[src/rtl/baccarat_pkg.sv]
// Shared types and constants for the baccarat table controller.
// Optional build macro: BACCARAT_STEP_EN (adds a single-step hold input to the FSM).
package baccarat_pkg;

  localparam int CARD_W           = 4;  // card rank 1..13
  localparam int SCORE_W          = 4;  // hand score 0..9
  localparam int NATURAL_MIN      = 8;  // two-card 8 or 9 ends the deal
  localparam int PLAYER_STAND_MIN = 6;  // two-card 6 or 7 stands (dealer uses the same cut)

  typedef enum logic [3:0] {
    S_IDLE    = 4'd0,
    S_BET     = 4'd1,
    S_DEAL_P1 = 4'd2,
    S_DEAL_D1 = 4'd3,
    S_DEAL_P2 = 4'd4,
    S_DEAL_D2 = 4'd5,
    S_CHECK   = 4'd6,
    S_DEAL_P3 = 4'd7,
    S_BANKER  = 4'd8,
    S_DEAL_D3 = 4'd9,
    S_RESULT  = 4'd10,
    S_UPDATE  = 4'd11,
    S_DONE    = 4'd12
  } state_e;

  // Baccarat value of a rank: 10/J/Q/K count as 0; rank 0 also falls out as 0.
  function automatic logic [SCORE_W-1:0] third_card_value(input logic [CARD_W-1:0] rank);
    if (rank >= CARD_W'(10)) return '0;
    return SCORE_W'(rank);
  endfunction

endpackage

[src/rtl/baccarat_banker_rule.sv]
// Tableau rule for the dealer's third card: given the dealer's two-card
// score and the value of the player's third card, decide whether to draw.
module baccarat_banker_rule
  import baccarat_pkg::*;
(
  input  logic [SCORE_W-1:0] i_dscore,
  input  logic [SCORE_W-1:0] i_value,
  output logic               o_draw
);

  // Draw decision by dealer score; 7 and above always stands.
  always_comb begin
    o_draw = 1'b0;
    case (i_dscore)
      SCORE_W'(0), SCORE_W'(1), SCORE_W'(2):
        o_draw = 1'b1;
      SCORE_W'(3):
        o_draw = (i_value != SCORE_W'(8));
      SCORE_W'(4):
        o_draw = (i_value >= SCORE_W'(2)) && (i_value <= SCORE_W'(7));
      SCORE_W'(5):
        o_draw = (i_value >= SCORE_W'(4)) && (i_value <= SCORE_W'(7));
      SCORE_W'(6):
        o_draw = (i_value >= SCORE_W'(6)) && (i_value <= SCORE_W'(7));
      default:
        o_draw = 1'b0;
    endcase
  end

endmodule

[src/rtl/baccarat_fsm.sv]
// Baccarat table control FSM: sequences the deal, applies the third-card
// tableau, and registers the win lights. All enables are Moore decodes of
// the state register; dbg_state exposes that register directly.
// Optional build macro: BACCARAT_STEP_EN adds input 'step'; every working
// state then holds (output asserted) until step is sampled high.
//
// Handshake: start is a level sampled only in IDLE/DONE; when step exists it
// acts as a per-state ready, and the state advances on the edge where it is 1.
module baccarat_fsm
  import baccarat_pkg::*;
(
  input  logic               slow_clock,
  input  logic               reset,
  input  logic               start,
`ifdef BACCARAT_STEP_EN
  input  logic               step,
`endif
  input  logic [CARD_W-1:0]  pcard3_out,
  input  logic [SCORE_W-1:0] pscore_out,
  input  logic [SCORE_W-1:0] dscore_out,
  output logic               betenabled,
  output logic               load_pcard1,
  output logic               load_pcard2,
  output logic               load_pcard3,
  output logic               load_dcard1,
  output logic               load_dcard2,
  output logic               load_dcard3,
  output logic               updatebalanceenable,
  output logic               player_win_light,
  output logic               dealer_win_light,
  output logic               round_done,
  output state_e             dbg_state
);

  state_e               r_state;
  state_e               w_next_state;
  logic                 w_advance;
  logic                 w_banker_draw;
  logic [SCORE_W-1:0]   w_third_value;
  logic                 r_player_win;
  logic                 r_dealer_win;

`ifdef BACCARAT_STEP_EN
  assign w_advance = step;
`else
  assign w_advance = 1'b1;
`endif

  assign w_third_value = third_card_value(pcard3_out);

  baccarat_banker_rule u_banker_rule (
    .i_dscore (dscore_out),
    .i_value  (w_third_value),
    .o_draw   (w_banker_draw)
  );

  // State register.
  always_ff @(posedge slow_clock) begin
    if (reset) r_state <= S_IDLE;
    else       r_state <= w_next_state;
  end

  // Next-state logic: deal sequence, natural/stand checks, banker tableau.
  always_comb begin
    w_next_state = r_state;
    case (r_state)
      S_IDLE:    if (start)     w_next_state = S_BET;
      S_BET:     if (w_advance) w_next_state = S_DEAL_P1;
      S_DEAL_P1: if (w_advance) w_next_state = S_DEAL_D1;
      S_DEAL_D1: if (w_advance) w_next_state = S_DEAL_P2;
      S_DEAL_P2: if (w_advance) w_next_state = S_DEAL_D2;
      S_DEAL_D2: if (w_advance) w_next_state = S_CHECK;
      S_CHECK: begin
        if (w_advance) begin
          if ((pscore_out >= SCORE_W'(NATURAL_MIN)) || (dscore_out >= SCORE_W'(NATURAL_MIN)))
            w_next_state = S_RESULT;
          else if (pscore_out < SCORE_W'(PLAYER_STAND_MIN))
            w_next_state = S_DEAL_P3;
          else if (dscore_out < SCORE_W'(PLAYER_STAND_MIN))
            w_next_state = S_DEAL_D3;
          else
            w_next_state = S_RESULT;
        end
      end
      S_DEAL_P3: if (w_advance) w_next_state = S_BANKER;
      S_BANKER:  if (w_advance) w_next_state = w_banker_draw ? S_DEAL_D3 : S_RESULT;
      S_DEAL_D3: if (w_advance) w_next_state = S_RESULT;
      S_RESULT:  if (w_advance) w_next_state = S_UPDATE;
      S_UPDATE:  if (w_advance) w_next_state = S_DONE;
      S_DONE:    if (start)     w_next_state = S_BET;
      default:                  w_next_state = S_IDLE;
    endcase
  end

  // Win lights: cleared on entry to BET, captured from final scores leaving RESULT.
  always_ff @(posedge slow_clock) begin
    if (reset) begin
      r_player_win <= 1'b0;
      r_dealer_win <= 1'b0;
    end else if (w_next_state == S_BET) begin
      r_player_win <= 1'b0;
      r_dealer_win <= 1'b0;
    end else if ((r_state == S_RESULT) && w_advance) begin
      r_player_win <= (pscore_out >= dscore_out);
      r_dealer_win <= (dscore_out >= pscore_out);
    end
  end

  // Moore output decode: one enable per state, nothing asserted by default.
  always_comb begin
    betenabled          = 1'b0;
    load_pcard1         = 1'b0;
    load_pcard2         = 1'b0;
    load_pcard3         = 1'b0;
    load_dcard1         = 1'b0;
    load_dcard2         = 1'b0;
    load_dcard3         = 1'b0;
    updatebalanceenable = 1'b0;
    round_done          = 1'b0;
    case (r_state)
      S_BET:     betenabled          = 1'b1;
      S_DEAL_P1: load_pcard1         = 1'b1;
      S_DEAL_D1: load_dcard1         = 1'b1;
      S_DEAL_P2: load_pcard2         = 1'b1;
      S_DEAL_D2: load_dcard2         = 1'b1;
      S_DEAL_P3: load_pcard3         = 1'b1;
      S_DEAL_D3: load_dcard3         = 1'b1;
      S_UPDATE:  updatebalanceenable = 1'b1;
      S_DONE:    round_done          = 1'b1;
      default: ;
    endcase
  end

  assign player_win_light = r_player_win;
  assign dealer_win_light = r_dealer_win;
  assign dbg_state        = r_state;

endmodule

[config.mk]
export PLATFORM = sky130hd
export DESIGN_NAME = baccarat_fsm
export DESIGN_NICKNAME = d
export VERILOG_FILES = /design/src/rtl/baccarat_pkg.sv /design/src/rtl/baccarat_banker_rule.sv /design/src/rtl/baccarat_fsm.sv
export SDC_FILE = /design/constraint.sdc
export NUM_CORES = 1
export LEC_CHECK = 0
export BUFFER_PORTS_ARGS = -buffer_cell sky130_fd_sc_hd__buf_2
export CORE_MARGIN = 3
export CORE_UTILIZATION = 43
export DETAILED_ROUTE_END_ITERATION = 8
export PLACE_DENSITY = 0.85
export SYNTH_ARGS = -nofsm -noshare
export SYNTH_HDL_FRONTEND = slang
export SYNTH_SLANG_ARGS = --single-unit
[constraint.sdc]
create_clock -name slow_clock -period 1.35 [get_ports slow_clock]
set_clock_uncertainty 0.05 [all_clocks]
set_input_delay 0.0675 -clock slow_clock [delete_from_list [all_inputs] [get_ports slow_clock]]
set_output_delay 0.0675 -clock slow_clock [all_outputs]
set_load 0.01 [all_outputs]
==> flow_metrics.tcl, run 1 <==
set metrics [dict create \
    fp.dieH_um 43.2 \
    initial_core_util_pct 49.5 \
    core_sq_um 1200 \
    tightest_slew_ns 0.349 \
    ys_types 35 \
    period_share_pct 96.5 \
    fin_crit_ns 1.30 \
    drv_slew 0 \
    drive_gt1_share_pct 47.8 \
    power_density_nw_per_um2 724 \
    async_flop_share_pct 0 \
    routed-via-count 769 \
    holdBufCountCts 0 \
    synth_cells 77 \
    postRouteAntennaNets 0 \
    hp-class "in -> reg" \
    yosysSeqAreaShare_pct 20.2 \
    synth_warnings 0 \
    drt-total-wl_mm 1.91 \
    num_rows 12 \
    syn2layout_area_growth_pct 41.1 \
    post-cts-setup-buffer-count 0 \
    hold_viol_final 0 \
    synth_adder_area_share_pct 8.42 \
    cts_buffers 3 \
    via_per_inst 6.06 \
    finalInstanceArea_sq_um 838 \
    synth-compound-area-share_pct 35.4 \
    track_usage_pct 21.1 \
    ys.flop_type "dfxtp_1" \
    ys_ff_latch 6 \
    port_buffers 29 \
    synth_top_family_by_area "compound AO/OA/AOI/OAI gates" \
    path_class "reg -> reg" \
    avgSynthCellArea_sq_um 7.72 \
    cts_buffer_depth 2 \
    leakage_nw 0.421 \
    fmax_mhz 767 \
    cts_resized 1 \
    n_antenna_cell 0 \
    fin_cells 127 \
    antenna_found_initial 0 \
    cts_tree "done" \
    clock_latency_ns 0.25 \
    root_buffer "clkbuf_4" \
    rsz0062_at_grt "yes" \
    dpl.cell_count 124 \
    synth_mux_area_share_pct 0 \
    path_clk_slew_ns 0.05 \
    synth_simple_gate_area_share_pct 26.7 \
    initialDrtViolationCount 20 \
    cp.required_ns 1.43 \
    maxSlewHeadroom_pct 76.1 \
    status "complete, no violations" \
    cts_sinks 6 \
    grt_pass1_wl_mm 3.13 \
    synthXorXnorAreaFrac_pct 0 \
    wl_per_cell_um 15.0 \
    drc 0 \
    vdd_drop_max_mv 0.528 \
    syn_nets 96 \
    crit_path_start_kind "register" \
    arrival_ns 1.39 \
    dieArea_sq_um 1860 \
    synth_edf_count 0 \
    drv_cap 0 \
    syn_area_sq_um 594 \
    drt_pass1_iterations 4 \
    placed_area_sq_um 788 \
    ios 30 \
    cts.htree.levels 1 \
    overflow 0 \
    finalSetupViolations 0 \
    cp_max_fo 7 \
    gp_congestion 0.823 \
    grt_pass1_vias 721 \
    setup.worst_path.end_class "register" \
    grt_max_degree 12 \
    fin_nets 134 \
    dieWidth_um 43.2 \
    tns_ns 0 \
    dp_hpwl_mm 1.45 \
]
## per-layer routing
metal / routed length [um] / track usage, % / vias up
met2: 1010 / 37.2 / 35
met5: 0 / 0 / -
li1: - / - / 362
met4: 25 / 7.83 / 0
met1: 740 / 25.1 / 368
met3: 127 / 3.39 / 4
## cell usage after synthesis, types with 2 or more instances
cell type / n / area share (%)
a211oi_1: 3 / 3.8
nor2_1: 10 / 6.3
nand2b_1: 4 / 4.2
nor3_1: 4 / 3.4
dfxtp_1: 6 / 20
inv_1: 7 / 4.4
ha_1: 4 / 8.4
and3_1: 2 / 2.1
buf_2: 2 / 1.7
o21ai_1: 3 / 2.5
a21oi_1: 5 / 4.2
o31ai_1: 3 / 3.8
nand2_1: 2 / 1.3
## through the flow
stage | util, % | total power, W | worst slack [ns] | hold slack (ns)
finish | 69.8 | 0.000607 | 0.0467 | 0.00629
global route | 69.8 | 0.000644 | -0.00527 | 0.0183
CTS | 67.6 | 0.000598 | 0.00983 | 0.00308
detailed placement | 65.6 | 0.000427 | 0.0805 | 0.262
global placement | 65.6 | 0.000418 | 0.0945 | 0.270
floorplan | - | 0.000333 | 0.0818 | 0.0899
## cells in the final DEF, fill, tap and decap left out, types with 3 or more instances in the layout
| cell | synthesis | routed |
|---|---|---|
| buf_2 | 2 | 29 |
| nor2_1 | 10 | 10 |
| buf_4 | 1 | 8 |
| inv_1 | 7 | 7 |
| a21oi_1 | 5 | 5 |
| ha_1 | 4 | 4 |
| o21ai_1 | 3 | 3 |
| o31ai_1 | 3 | 3 |
| a211oi_1 | 3 | 3 |
| clkbuf_4 | 0 | 3 |
| dfxtp_2 | 0 | 3 |
## flip-flops by register name (all words and copies together), names as in the netlist
name,count
dbg_state,4
dealer_win_light,1
player_win_light,1
## final timing paths
kind                    start  slack (ns)  cells after the start          endpoint
min                     reset       0.006                      2      dbg_state[3]
max reg2reg      dbg_state[0]        0.05                      4      dbg_state[2]
min reg2reg  player_win_light        0.45                      2  player_win_light
max              dbg_state[0]        0.05                      4      dbg_state[2]
## layout make-up
cell class,instances,area (sq um)
fillers,101,363
repair buffers,37,205
flip-flops and latches,6,128
well taps,14,17.5
multi-input cells,60,439
clock buffers,3,22.5
inverters,7,26.3
## power by group
group          leakage (nW)  switching [W]  total (W)  internal [W]
registers            0.0508      0.0000202   0.000210      0.000190
clock network        0.0138      0.0000693   0.000170      0.000101
logic                 0.356       0.000124   0.000227      0.000102
## worst max-delay path: stages, from the launching register on
cell and delay (ns):
dfxtp_2 0.34, buf_4 0.16, o31ai_1 0.22, o21ai_1 0.10
a211oi_1 0.31
## kinds of logic (layout without fill, tap and decap cells)
kind of cell,Yosys count,in the layout
AND/OR/NAND/NOR,29,29
flip-flops,6,6
buffers and inverters,11,47
AO/OA/AOI/OAI,27,27
adder cells (fa/ha/maj),4,4
No activity file was read; power rests on OpenSTA's default activity.
==> inputs of run 2 (changes only) <==
--- a/config.mk
+++ b/config.mk
@@ -7,9 +7,10 @@
 export LEC_CHECK = 0
 export BUFFER_PORTS_ARGS = -buffer_cell sky130_fd_sc_hd__buf_2
 export CORE_MARGIN = 3
-export CORE_UTILIZATION = 43
+export CORE_UTILIZATION = 44
 export DETAILED_ROUTE_END_ITERATION = 8
-export PLACE_DENSITY = 0.85
+export PLACE_DENSITY = 0.86
 export SYNTH_ARGS = -nofsm -noshare
 export SYNTH_HDL_FRONTEND = slang
+export SYNTH_HIERARCHICAL = 1
 export SYNTH_SLANG_ARGS = --single-unit
==> run 2 against run 1 <==
  * The flow now finishes with violations (setup timing)
  * Combinational power rose by 3%
  * Core utilization rose by 7.7 points
  * Non-clock buffer count rose by 2
  * Clock-buffer cell count did not move
  * Die area rose by 2.7%
  * Register-to-register slack improved by 0.09 ns
  * Flip-flop and latch count did not move
  * Fmax fell by 3.7%
  * Global-route usage rose by 2.2 points
  * Final area rose by 12%
  * Setup slack got worse by 0.049 ns
  * Via count rose by 9.8%
  * Critical endpoint is now dbg_state[0]
  * Largest cell class unchanged
==> flow_metrics.tcl, run 2 <==
set metrics [dict create \
    status "finished with violations" \
    violations "setup timing" \
    synth-compound-area-share_pct 23.4 \
    rr_startpoint "dbg_state[2]" \
    core_sq_um 1220 \
    via_per_inst 6.12 \
    ys.flop_type "dfxtp_1" \
    netlist.area_leader.share_pct 19.2 \
    port_buffers 29 \
    cts_buffer_depth 2 \
    final_cell_mix "buf_2, nor2_1, nand2_1, buf_4, a21oi_1" \
    dieArea_sq_um 1910 \
    yosysSeqAreaShare_pct 19.2 \
    fin_nets 145 \
    drive_gt1_share_pct 49.2 \
    hp-class "in -> reg" \
    power_density_nw_per_um2 640 \
    critical_path_buf_inv_count 1 \
    drt_pass1_iterations 4 \
    grt_pass1_vias 788 \
    worst_hold_slack_ns 0.0735 \
    holdBufCountCts 0 \
    synthXorXnorAreaFrac_pct 0 \
    grt_pass1_wl_mm 3.38 \
    path_clk_slew_ns 0.05 \
    period_share_pct 100 \
    yosysTopAreaCell "dfxtp_1" \
    synth_warnings 6 \
    leakage_nw 0.460 \
    drv_cap 0 \
    place_ws_ns -0.266 \
    hold_viol_final 0 \
    cts.htree.levels 1 \
    cpMostUsedCell "nor2b_4" \
    cp.required_ns 1.48 \
    postRouteAntennaNets 0 \
    syn_nets 105 \
    placed_area_sq_um 822 \
    initial_core_util_pct 51.5 \
    drc 0 \
    maxSlewHeadroom_pct 77.7 \
    synth_mux_area_share_pct 1.60 \
    n_antenna_cell 0 \
    track_usage_pct 23.3 \
    gp_congestion 0.827 \
    fin_crit_ns 1.35 \
    cts_sinks 6 \
    synth_top_family_by_area "simple AND/OR/NAND/NOR gates" \
    synth_area_leaders "dfxtp_1, ha_1, nor2_1, a21oi_1, nand2_1" \
    tightest_slew_ns 0.334 \
    crit_start "pcard3_out[3]" \
    dieWidth_um 43.7 \
    vdd_drop_max_mv 0.470 \
    cp_top_family "simple AND/OR/NAND/NOR gates" \
    drt-total-wl_mm 2.12 \
    path_class "in -> reg" \
    ys_ff_latch 6 \
    cts_tree "done" \
    synth_most_common_cell "nor2_1" \
    fmax_mhz 739 \
    grt_max_degree 13 \
    setup.worst_path.end_class "register" \
    cts_buffers 3 \
    synth_simple_gate_area_share_pct 39.3 \
    clock_latency_ns 0.25 \
    ios 30 \
    num_rows 12 \
    antenna_found_initial 0 \
    dpl.cell_count 133 \
    dp_hpwl_mm 1.56 \
    synth.cells.most_frequent "nor2_1, nand2_1, a21oi_1" \
    wl_per_cell_um 15.4 \
    cp_max_fo 4 \
    synth_edf_count 0 \
    final_common_cell "buf_2" \
    drv_slew 0 \
    arrival_ns 1.49 \
    path_cells "buf_8 -> nor2b_4 -> nor2b_4 -> or4b_4 -> a31oi_4 -> mux2i_1 -> nand2_1 -> o211ai_1 -> a21oi_1" \
    ys_types 34 \
    rsz0062_at_grt "yes" \
    holdCritStartpoint "reset" \
    routed-via-count 844 \
    synth_adder_area_share_pct 7.98 \
    synth_cells 86 \
    avgSynthCellArea_sq_um 7.29 \
    fin_cells 138 \
    crit_path_top_delay_cell "or4b_4" \
    reg2reg_slack_ns 0.14 \
    syn2layout_area_growth_pct 50.3 \
    overflow 0 \
    finalInstanceArea_sq_um 942 \
    async_flop_share_pct 0 \
    syn_area_sq_um 627 \
    max_stage_delay_ns 0.50 \
    largest_reg_flops 4 \
    initialDrtViolationCount 31 \
    crit_path_start_kind "primary input" \
    fp.dieH_um 43.7 \
    setup_ws_ns -0.00269 \
    fin_total_pwr_w 0.000603 \
    finalSetupViolations 1 \
    root_buffer "clkbuf_4" \
]
-- run 2: per-layer routing --
metal / share of wire [%] / up-vias / global-route usage (%)
met5: 0 / - / 0
met4: 4.2 / 0 / 11.4
met3: 8.2 / 12 / 6.22
met2: 50 / 54 / 40.1
met1: 38 / 390 / 26.2
li1: - / 388 / -
-- run 2: cell type report --
class,instances,area (sq um)
clock buffer,3,22.5
fill,95,274
inverter,5,18.8
multi-input combinational,71,515
sequential,6,124
tap,14,17.5
timing repair buffer,39,244
-- run 2: worst reg2reg max path: stages, from the launching register on --
cell and delay (ns):
dfxtp_2 0.34, nand2b_1 0.18, nor2_1 0.22, nand2_1 0.08, o221a_2 0.24
-- run 2: what timing repair did --
| item | in CTS | in global routing |
|---|---|---|
| resized for setup | 3 | 19 |
| pin swaps | 0 | 4 |
| cloned | 0 | 0 |
| setup endpoints to repair | 4 | 8 |
| setup buffers | 0 | 2 |
-- run 2: cell families after synthesis --
| logic type | after synthesis |
|---|---|
| AOI/OAI and AO/OA | 23 |
| buffers and inverters | 9 |
| and+or+nand+nor | 43 |
| adders and majority gates | 4 |
| muxes | 1 |
| DFF | 6 |
-- run 2: stage by stage --
stage,TNS [ns],utilization (%)
after detailed placement,-0.485,67.6
after global placement,-0.294,67.6
final,-0.00269,77.5
after global routing,-0.296,77.5
after CTS,0,70.4
after floorplan,0,-
-- run 2: report_power, final --
group	internal [W]	switching [W]
logic	0.000111	0.000123
clock network	0.000101	0.0000716
registers	0.000186	0.00000942
total	0.000399	0.000204
-- run 2: path summary, 6_finish.rpt --
kind,to,cells after the start
max,dbg_state[0],9
min,dealer_win_light,3
max reg2reg,dealer_win_light,4
min reg2reg,player_win_light,2
